File: config.mk
export PLATFORM = sky130hd
export DESIGN_NAME = mb_add_seq
export DESIGN_NICKNAME = d
export VERILOG_FILES = /design/src/rtl/mb_add_seq.sv
export SDC_FILE = /design/constraint.sdc
export NUM_CORES = 1
export LEC_CHECK = 0
export CAP_MARGIN = 40
export CELL_PAD_IN_SITES_DETAIL_PLACEMENT = 0
export CELL_PAD_IN_SITES_GLOBAL_PLACEMENT = 1
export CORE_ASPECT_RATIO = 1.4
export CORE_MARGIN = 1.5
export CORE_UTILIZATION = 32
export CTS_CLUSTER_DIAMETER = 80
export DETAILED_ROUTE_END_ITERATION = 10
export PLACE_DENSITY = 0.73
export SETUP_SLACK_MARGIN = 0.15
export SLEW_MARGIN = 0
export SYNTH_ARGS = -nofsm -noshare
export SYNTH_HDL_FRONTEND = slang
export SYNTH_SLANG_ARGS = --single-unit
File: constraint.sdc
create_clock -name clk -period 4 [get_ports clk]
set_input_delay 0.4 -clock clk [delete_from_list [all_inputs] [get_ports clk]]
set_output_delay 0.4 -clock clk [all_outputs]
set_load 0.03 [all_outputs]
File: src/rtl/mb_add_seq.sv
// rtl/mb_add_seq.sv - byte-serial add/subtract sequencer driving one shared external 8-bit adder
module mb_add_seq #(
  parameter int NBYTES = 4
) (
  input  logic                clk,
  input  logic                rst_n,
  input  logic                start,
  input  logic                sub,
  input  logic [8*NBYTES-1:0] op_a,
  input  logic [8*NBYTES-1:0] op_b,
  output logic [7:0]          add_a,
  output logic [7:0]          add_b,
  output logic                add_cin,
  input  logic [7:0]          add_s,
  input  logic                add_cout,
  output logic                busy,
  output logic                done,
  output logic [8*NBYTES-1:0] sum,
  output logic                cout,
  output logic                ovf
);

  localparam int W  = 8 * NBYTES;
  localparam int IW = $clog2(NBYTES);
  localparam logic [IW-1:0] LAST = IW'(NBYTES - 1);

  typedef enum logic [1:0] {IDLE, RUN, DONE} state_t;

  state_t        state;
  logic [IW-1:0] idx;
  logic [W-1:0]  a_rem;
  logic [W-1:0]  b_rem;
  logic [W-1:0]  b_eff;

  // Subtraction is A + ~B + 1: B is inverted once at capture, the +1 rides in as the first carry.
  assign b_eff = sub ? ~op_b : op_b;

  always_ff @(posedge clk or negedge rst_n) begin
    if (!rst_n) begin
      state   <= IDLE;
      idx     <= '0;
      a_rem   <= '0;
      b_rem   <= '0;
      add_a   <= '0;
      add_b   <= '0;
      add_cin <= 1'b0;
      busy    <= 1'b0;
      done    <= 1'b0;
      sum     <= '0;
      cout    <= 1'b0;
      ovf     <= 1'b0;
    end else begin
      done <= 1'b0;
      case (state)
        IDLE: begin
          if (start) begin
            state   <= RUN;
            busy    <= 1'b1;
            idx     <= '0;
            sum     <= '0;
            cout    <= 1'b0;
            ovf     <= 1'b0;
            add_a   <= op_a[7:0];
            add_b   <= b_eff[7:0];
            add_cin <= sub;
            a_rem   <= op_a >> 8;
            b_rem   <= b_eff >> 8;
          end
        end
        RUN: begin
          sum[8*idx +: 8] <= add_s;
          idx             <= idx + 1'b1;
          if (idx == LAST) begin
            state   <= DONE;
            done    <= 1'b1;
            cout    <= add_cout;
            ovf     <= (add_a[7] == add_b[7]) && (add_s[7] != add_a[7]);
            add_a   <= '0;
            add_b   <= '0;
            add_cin <= 1'b0;
          end else begin
            // Adder inputs are registered, so the next byte is presented as this one is stored.
            add_a   <= a_rem[7:0];
            add_b   <= b_rem[7:0];
            add_cin <= add_cout;
            a_rem   <= a_rem >> 8;
            b_rem   <= b_rem >> 8;
          end
        end
        DONE: begin
          state <= IDLE;
          busy  <= 1'b0;
        end
        default: begin
          state <= IDLE;
          busy  <= 1'b0;
        end
      endcase
    end
  end

endmodule

; ---- Yosys cells after proc, flatten, opt, wreduce, memory -nomap -nowiden
; Index checks and enable logic that the tools add are counted.
[totals]
regBits = 121
input_bits = 77
out_inout_bits = 53
[op_classes]
bitwise_logic = 2
eq_ne = 7
n_shift = 2
n_mux = 33
reduce_logical = 8
addsub = 2
[ops]
columns = cell, n
row1 = two-way mux 32 bit, 6
row2 = one-hot mux 32 bit (2 select lines), 3
row3 = negator 5 -> 34 bit, 1
row4 = "variable shift 8 x 34 -> 32 bit, first input constant", 1
row5 = variable part select 8 x 34 -> 32 bit, 1
row6 = bitwise mux 32 bit, 1
row7 = two-way mux 8 bit, 4
row8 = NOT 32 bit, 1
row9 = one-hot mux 8 bit (2 select lines), 2
row10 = two-way mux 1 bit, 8
row11 = one-hot mux 1 bit (2 select lines), 4
row12 = one-hot mux 2 bit (2 select lines), 2
row13 = two-way mux 2 bit, 3
row14 = "inequality test 2 bit, second input constant", 3
row15 = AND reduction 2 bit, 3
row16 = AND reduction 3 bit, 2
row17 = "adder 2 x 1 -> 2 bit, second input constant", 1
row18 = "equality test 2 x 1 -> 1 bit, second input constant", 1
row19 = "equality test 2 bit, second input constant", 1
row20 = zero test 2 bit, 1
row21 = nonzero test 2 bit, 1
row22 = equality test 1 bit, 1
row23 = logical AND 1 bit, 1
row24 = inequality test 1 bit, 1
row25 = NOT 1 bit, 1

; ---- Depth between registers and ports, before layout
; Gate-level depths: netlist of the first run.
[depth]
depth_word = 4
depth_mapped = 6

; ---- Worst setup path before layout of the first run
; No wires, ideal clock.
[synth_timing]
path_type = register -> register
startpoint = reg idx[0]
endpoint = reg a_rem[0]
path_stages_with_launch = 7
required_ns = 3.872
t_arrival_ns = 1.647
path_buffers = 1
setup_ns = 0.128
slack_ns = 2.225
path_cell_list = dfrtp_1 > ha_1 > nor2b_1 > o21ai_4 > inv_2 > buf_2 > mux2_1
[synth_between]
elab_chain_cells = 3
[synth_lines]
columns = element, line_no
row1 = "start, declared", 30  ; logic [IW-1:0] idx;
row2 = "start signal, assigned", 72  ; idx <= idx + 1'b1;
row3 = equality test 2 bit, 73  ; if (idx == LAST) begin
row4 = inequality test 2 bit (no source line), --
row5 = AND reduction 3 bit (no source line), --
row6 = "end signal, assigned", 66  ; a_rem <= op_a >> 8;
row7 = "end signal, assigned", 86  ; a_rem <= a_rem >> 8;
row8 = "end, declared", 31  ; logic [W-1:0] a_rem;
; No other way between the ends.
; A chain may end at the register's enable or synchronous reset.

; ---- Final worst setup path of the first run
[layout_timing]
startpoint = reg idx[0]
endpoint = reg b_rem[11]
[layout_between]
elab_chain_cells = 3
[layout_lines]
columns = element, line_no
row1 = equality test 2 bit, 73
row2 = inequality test 2 bit (no source line), --
row3 = AND reduction 3 bit (no source line), --
row4 = "end signal, assigned", 67  ; b_rem <= b_eff >> 8;
row5 = "end signal, assigned", 87  ; b_rem <= b_rem >> 8;
row6 = "end, declared", 32  ; logic [W-1:0] b_rem;
; No other way between the ends.

==> results.sh, run 1 <==
export IMPL_status="finished, final reports clean"
export IMPL_core_um2=15000
export IMPL_cts_buffers=9
export IMPL_hpwl_um=9420
export IMPL_syn_area_um2=4890
export IMPL_synth_top_area_share_pct=53.7
export IMPL_p_leak_nw=2.94
export IMPL_drt_first_pass_iters=4
export IMPL_netlist_instances=418
export IMPL_cp_top_family="flip-flops"
export IMPL_yosysTopAreaCell="dfrtp_1"
export IMPL_cp_buffers_inverters=1
export IMPL_ir_drop_mv=0.264
export IMPL_grt_pass1_vias=3711
export IMPL_htreeDepth=3
export IMPL_utilization_pct=44.8
export IMPL_syn_to_final_growth_pct=37.4
export IMPL_cts_root_buf="clkbuf_16"
export IMPL_rsz0062_at_grt="false"
export IMPL_grt_max_degree=61
export IMPL_drt_iter0_drc=84
export IMPL_clk_pin_slew_ps=70
export IMPL_required_ps=4230
export IMPL_clock_path_buffers=2
export IMPL_antenna_found_initial=0
export IMPL_crit_path_top_delay_cell="dfrtp_1"
export IMPL_worstPathArrival_ps=2890
export IMPL_fin_crit_sh_pct=66.7
export IMPL_cts_tree="done"
export IMPL_cp_start_kind="register"
export IMPL_numPlacedInstances=719
export IMPL_hold_violations=0
export IMPL_cts_setup_buffers=0
export IMPL_insertion_delay_ps=340
export IMPL_grt_ovfl_total=0
export IMPL_drv_slew=0
export IMPL_die_h_um=149
export IMPL_maxCapViolCount=0
export IMPL_end_kind="register"
export IMPL_cp_depth=5
export IMPL_layout_drive_gt1_share_pct=8.82
export IMPL_cp_max_fo=33
export IMPL_p_per_area_nw_per_um2=736
export IMPL_tns_ps=0
export IMPL_avgRoutedWirePerCell_um=16.8
export IMPL_num_antenna_cells=0
export IMPL_avgSynthCellArea_um2=11.7
export IMPL_yosys_register_bits=105
export IMPL_hold_path_class="in2async"
export IMPL_fmax_mhz=375
export IMPL_hold_ws_ps=462
export IMPL_cp_slowest_stage_delay_ps=520
export IMPL_dieArea_um2=16000
export IMPL_pin_count=130
export IMPL_ys_types=31
export IMPL_port_buffers=129
export IMPL_grt_first_pass_wirelength_um=19900
export IMPL_setup_viol_count_final=0
export IMPL_slew_limit_headroom_pct=41.4
export IMPL_vias_per_cell=4.91
export IMPL_vias=3614
export IMPL_die_w_um=107
export IMPL_ctsHoldBuffers=1
export IMPL_critPathKind="reg2reg"
export IMPL_yosysWarnings=0
export IMPL_drc=0
export IMPL_ant_nets=0
export IMPL_period_needed_ps=2670
export IMPL_path_cells="ha_1 > nor2b_1 > o21ai_4 > inv_2 > mux2_1"
export IMPL_gp_congestion=0.759
export IMPL_reg2reg_depth=5
export IMPL_row_count=53
export IMPL_layout_nets=622
export IMPL_grtUsageTotal_pct=16.1
export IMPL_fillers=1461
export IMPL_clock_sinks=105
export IMPL_ys_seq_area_share_pct=53.7
export IMPL_drt_wl_total_um=12400
export IMPL_synth_area_leaders="dfrtp_1 (54%), a22o_1 (7.7%), mux2_1 (6.7%), mux2_2 (4.4%), xnor2_1 (4.3%)"
export IMPL_cts_resized_gates=0
export IMPL_instances_no_fill=736
export IMPL_fin_skew_ps=4.46
export IMPL_synth_nets=501
export IMPL_start_util_pct=32.6
export IMPL_tightest_slew_ps=879
-- placed cells by master, fill, tap and decap left out, types with 2 or more instances in the layout --
cell	netlist	final
nand2b_1	4	4
inv_1	13	13
clkdlybuf4s50_1	0	127
nand2_1	38	38
o21ai_1	4	4
o32ai_1	8	8
a22o_1	43	43
and2_1	4	4
a21o_1	8	8
clkbuf_16	0	9
nor4_1	8	8
nor2b_1	5	5
bufinv_16	0	3
ha_1	6	6
a31oi_1	9	9
xor2_1	8	8
nor2_1	10	10
mux2_2	19	19
buf_4	0	6
a21oi_1	10	10
mux2_1	29	29
dfrtp_1	105	105
nor4b_4	2	2
o21ai_0	27	27
xnor2_1	24	24
-- kinds of logic (layout without fill, tap and decap cells) --
logic type	Yosys count	in the layout	synth area share [%]
xor gates and xnor gates	32	32	5.73
muxes	48	48	11.1
AOI/OAI and AO/OA	112	112	16.4
buffers and inverters	41	167	3.48
and+or+nand+nor	74	74	8.09
adders and majority gates	6	6	1.54
DFF	105	105	53.7
-- flip-flops by register name, summed over array words and instances, names as in the netlist --
signal   flops
state        2
ovf          1
sum         32
b_rem       24
cout         1
done         1
a_rem       24
busy         1
add_b        8
add_a        8
idx          2
add_cin      1
-- cells in the mapped netlist --
cell      count
inv_1        13
xor2_1        8
mux2_2       19
nand2_1      38
buf_2        13
clkbuf_1     13
xnor2_1      24
ha_1          6
a22o_1       43
nor4b_4       2
o21a_1        1
mux2_1       29
o21ai_0      27
nor4_1        8
nand2b_1      4
dfrtp_1     105
a21o_1        8
and2_1        4
clkinv_1      1
inv_2         1
nor4b_2       1
a21oi_1      10
nor2b_1       5
nor4_2        1
o21ai_4       1
o21ai_1       4
o32ai_1       8
and3b_1       1
a31oi_1       9
o21bai_1      1
nor2_1       10
-- through the flow --
| step | cell area, um2 | worst slack [ps] | total power, mW |
|---|---|---|---|
| floorplan | 4890 | 2230 | 3.20 |
| global placement | 6330 | 1220 | 3.92 |
| detailed placement | 6360 | 1130 | 3.99 |
| CTS | 6720 | 1300 | 5.01 |
| global route | 6720 | 1110 | 5.26 |
| finish | 6720 | 1330 | 4.95 |
-- power by group --
group          switching [mW]  internal (mW)  total, mW
clock network           0.382          0.628       1.01
logic                    1.23          0.987       2.21
registers               0.264           1.46       1.72
-- area by class of cell --
| type | instances | area (um2) | share of cell area, % |
|---|---|---|---|
| Clock buffer | 11 | 243 | 3.61 |
| Sequential cell | 105 | 2630 | 39.1 |
| Clock inverter | 5 | 103 | 1.53 |
| Inverter | 15 | 56.3 | 0.838 |
| Multi-Input combinational cell | 272 | 2090 | 31.1 |
| Timing Repair Buffer | 136 | 1360 | 20.2 |
| Tap cell | 192 | 240 | 3.58 |
-- path summary, 6_finish.rpt --
kind	from	end	slack [ps]
max	idx[0]	b_rem[11]	1330
max in group asynchronous	rst_n	sum[13]	2540
max reg2reg	idx[0]	b_rem[11]	1330
min	rst_n	a_rem[16]	460
min in group clk	b_rem[16]	b_rem[16]	480
min reg2reg	b_rem[16]	b_rem[16]	480
-- routing by layer --
| layer | up-vias | share of wire (%) | global-route usage, % |
|---|---|---|---|
| li1 | 1737 | - | - |
| met1 | 1735 | 42 | 20.1 |
| met2 | 124 | 51 | 28.2 |
| met3 | 18 | 4.9 | 2.53 |
| met4 | 0 | 1.9 | 5.39 |
| met5 | - | 0 | 0 |
Power figures use the tool's default switching activity.
==> run 2: changes to the inputs <==
==> constraint.sdc (replaced) <==
create_clock -name clk -period 2.52 [get_ports clk]
set_input_delay 0.252 -clock clk [delete_from_list [all_inputs] [get_ports clk]]
set_output_delay 0.252 -clock clk [all_outputs]
set_load 0.03 [all_outputs]
==> run 2 against run 1 <==
Effect of this change:
- cell area is 1.0% higher
- sequential share of layout area is 0.40 points lower
- routed wire length is 3.5% higher
- critical path depth is 1 higher
- fmax is 29% higher
- critical path type unchanged
- critical endpoint is now a_rem[14]
- largest cell class unchanged
==> results.sh, run 2 (synthesis results as in run 1) <==
export IMPL_grt_pass1_vias=3898
export IMPL_tns_ps=0
export IMPL_hpwl_um=9750
export IMPL_gp_congestion=0.765
export IMPL_fin_crit_sh_pct=81.8
export IMPL_worstPathArrival_ps=2290
export IMPL_die_w_um=107
export IMPL_grt_first_pass_wirelength_um=20600
export IMPL_path_cells="ha_1 > nor2b_1 > o21ai_4 > inv_2 > buf_4 > mux2_1"
export IMPL_htreeDepth=3
export IMPL_dieArea_um2=16000
export IMPL_hold_violations=0
export IMPL_final_common_cell="clkdlybuf4s50_1"
export IMPL_die_h_um=149
export IMPL_regMostFlops="sum"
export IMPL_core_um2=15000
export IMPL_cts_root_buf="clkbuf_16"
export IMPL_port_buffers=129
export IMPL_vias_per_cell=5.03
export IMPL_start_util_pct=32.6
export IMPL_antenna_found_initial=0
export IMPL_drt_wl_total_um=12800
export IMPL_critPathKind="reg2reg"
export IMPL_layout_drive_gt1_share_pct=11.1
export IMPL_hold_path_class="in2async"
export IMPL_numPlacedInstances=728
export IMPL_cp_start_kind="register"
export IMPL_row_count=53
export IMPL_syn_to_final_growth_pct=38.9
export IMPL_clock_path_buffers=2
export IMPL_p_leak_nw=2.99
export IMPL_drt_iter0_drc=186
export IMPL_avgRoutedWirePerCell_um=17.1
export IMPL_r2r_start="idx[0]"
export IMPL_cp_max_fo=10
export IMPL_slew_limit_headroom_pct=51.6
export IMPL_maxCapViolCount=0
export IMPL_rrSetupSlack_ps=460
export IMPL_cts_resized_gates=0
export IMPL_cts_tree="done"
export IMPL_pin_count=130
export IMPL_status="finished, final reports clean"
export IMPL_end_kind="register"
export IMPL_placed_cell_area_um2=6440
export IMPL_fmax_mhz=485
export IMPL_critical_path_startpoint="idx[0]"
export IMPL_layout_nets=635
export IMPL_endpoint="a_rem[14]"
export IMPL_final_area_um2=6790
export IMPL_grt_ovfl_total=0
export IMPL_crit_path_top_delay_cell="dfrtp_1"
export IMPL_required_ps=2750
export IMPL_ir_drop_mv=0.481
export IMPL_hold_ws_ps=438
export IMPL_grt_max_degree=69
export IMPL_insertion_delay_ps=350
export IMPL_p_per_area_nw_per_um2=1160
export IMPL_fin_ws_ps=457
export IMPL_r2r_end="a_rem[14]"
export IMPL_reg2reg_depth=6
export IMPL_drc=0
export IMPL_clock_sinks=105
export IMPL_tightest_slew_ps=726
export IMPL_setup_viol_count_final=0
export IMPL_drt_first_pass_iters=4
export IMPL_rsz0062_at_grt="false"
export IMPL_ant_nets=0
export IMPL_finalPower_mw=7.87
export IMPL_drv_slew=0
export IMPL_vias=3764
export IMPL_clk_pin_slew_ps=70
export IMPL_period_needed_ps=2060
export IMPL_place_ws_ps=143
export IMPL_instances_no_fill=749
export IMPL_cp_slowest_stage_delay_ps=490
export IMPL_fillers=1448
export IMPL_top_regs="sum (32), a_rem (24), b_rem (24)"
export IMPL_utilization_pct=45.3
export IMPL_cts_buffers=9
export IMPL_num_antenna_cells=0
export IMPL_grtUsageTotal_pct=16.7
export IMPL_largest_register_ff_count=32
export IMPL_final_cell_mix="clkdlybuf4s50_1 (127), dfrtp_1 (105), a22o_1 (43), nand2_1 (38), mux2_1 (29)"
export IMPL_fin_skew_ps=8.37
## run 2: cell count changes in the layout (fill, tap and decap cells not counted), sizes merged
| cell | before | now |
|---|---|---|
| buf | 8 | 21 |
| inv | 14 | 15 |
| bufinv | 3 | 1 |
| clkinvlp | 1 | 0 |
| clkbuf | 11 | 10 |
| clkinv | 2 | 5 |
## run 2: worst min path at each step
stage / start / end / cells past startpoint / slack [ps]
2_1_floorplan: rst_n / a_rem[0] / 0 / -40
4_1_cts: rst_n / b_rem[23] / 3 / 470
5_1_grt: op_a[3] / add_a[3] / 3 / 480
6_report: rst_n / sum[6] / 3 / 440
3_5_place_dp: rst_n / a_rem[10] / 2 / 290
3_3_place_gp: rst_n / sum[4] / 1 / 410
## run 2: repair_timing
item,in CTS,in global routing
endpoints found under the setup margin,0,1
buffers inserted,0,4
hold buffers,1,0
hold endpoints to repair,65,0
## run 2: final cells by class
cell class,count,area [um2],share of cell area (%)
Multi-Input combinational cell,272,2090,30.8
Sequential cell,105,2630,38.7
Inverter,15,56.3,0.829
Tap cell,192,240,3.54
Clock buffer,10,239,3.52
Timing Repair Buffer,149,1470,21.6
Clock inverter,6,66.3,0.977
## run 2: per-layer routing
metal | GRT usage (%) | share of wire (%) | vias up
li1 | - | - | 1752
met1 | 20.0 | 41 | 1878
met2 | 29.7 | 52 | 117
met3 | 3.06 | 4.6 | 17
met4 | 5.86 | 2.0 | 0
met5 | 0 | 0 | -
## run 2: where the power goes
| group | switching (mW) | internal [mW] | leakage (nW) |
|---|---|---|---|
| Clock | 0.625 | 0.801 | 0.153 |
| Sequential | 0.440 | 2.32 | 1.36 |
| Combinational | 1.98 | 1.70 | 1.48 |
## run 2: worst max-delay path, delay by kind of cell (launching register included)
family / cells / cell delay, ps
AOI/OAI and AO/OA: 1 / 140
buffers and inverters: 2 / 450
adders and majority gates: 1 / 270
muxes: 1 / 330
DFF: 1 / 490
and+or+nand+nor: 1 / 250
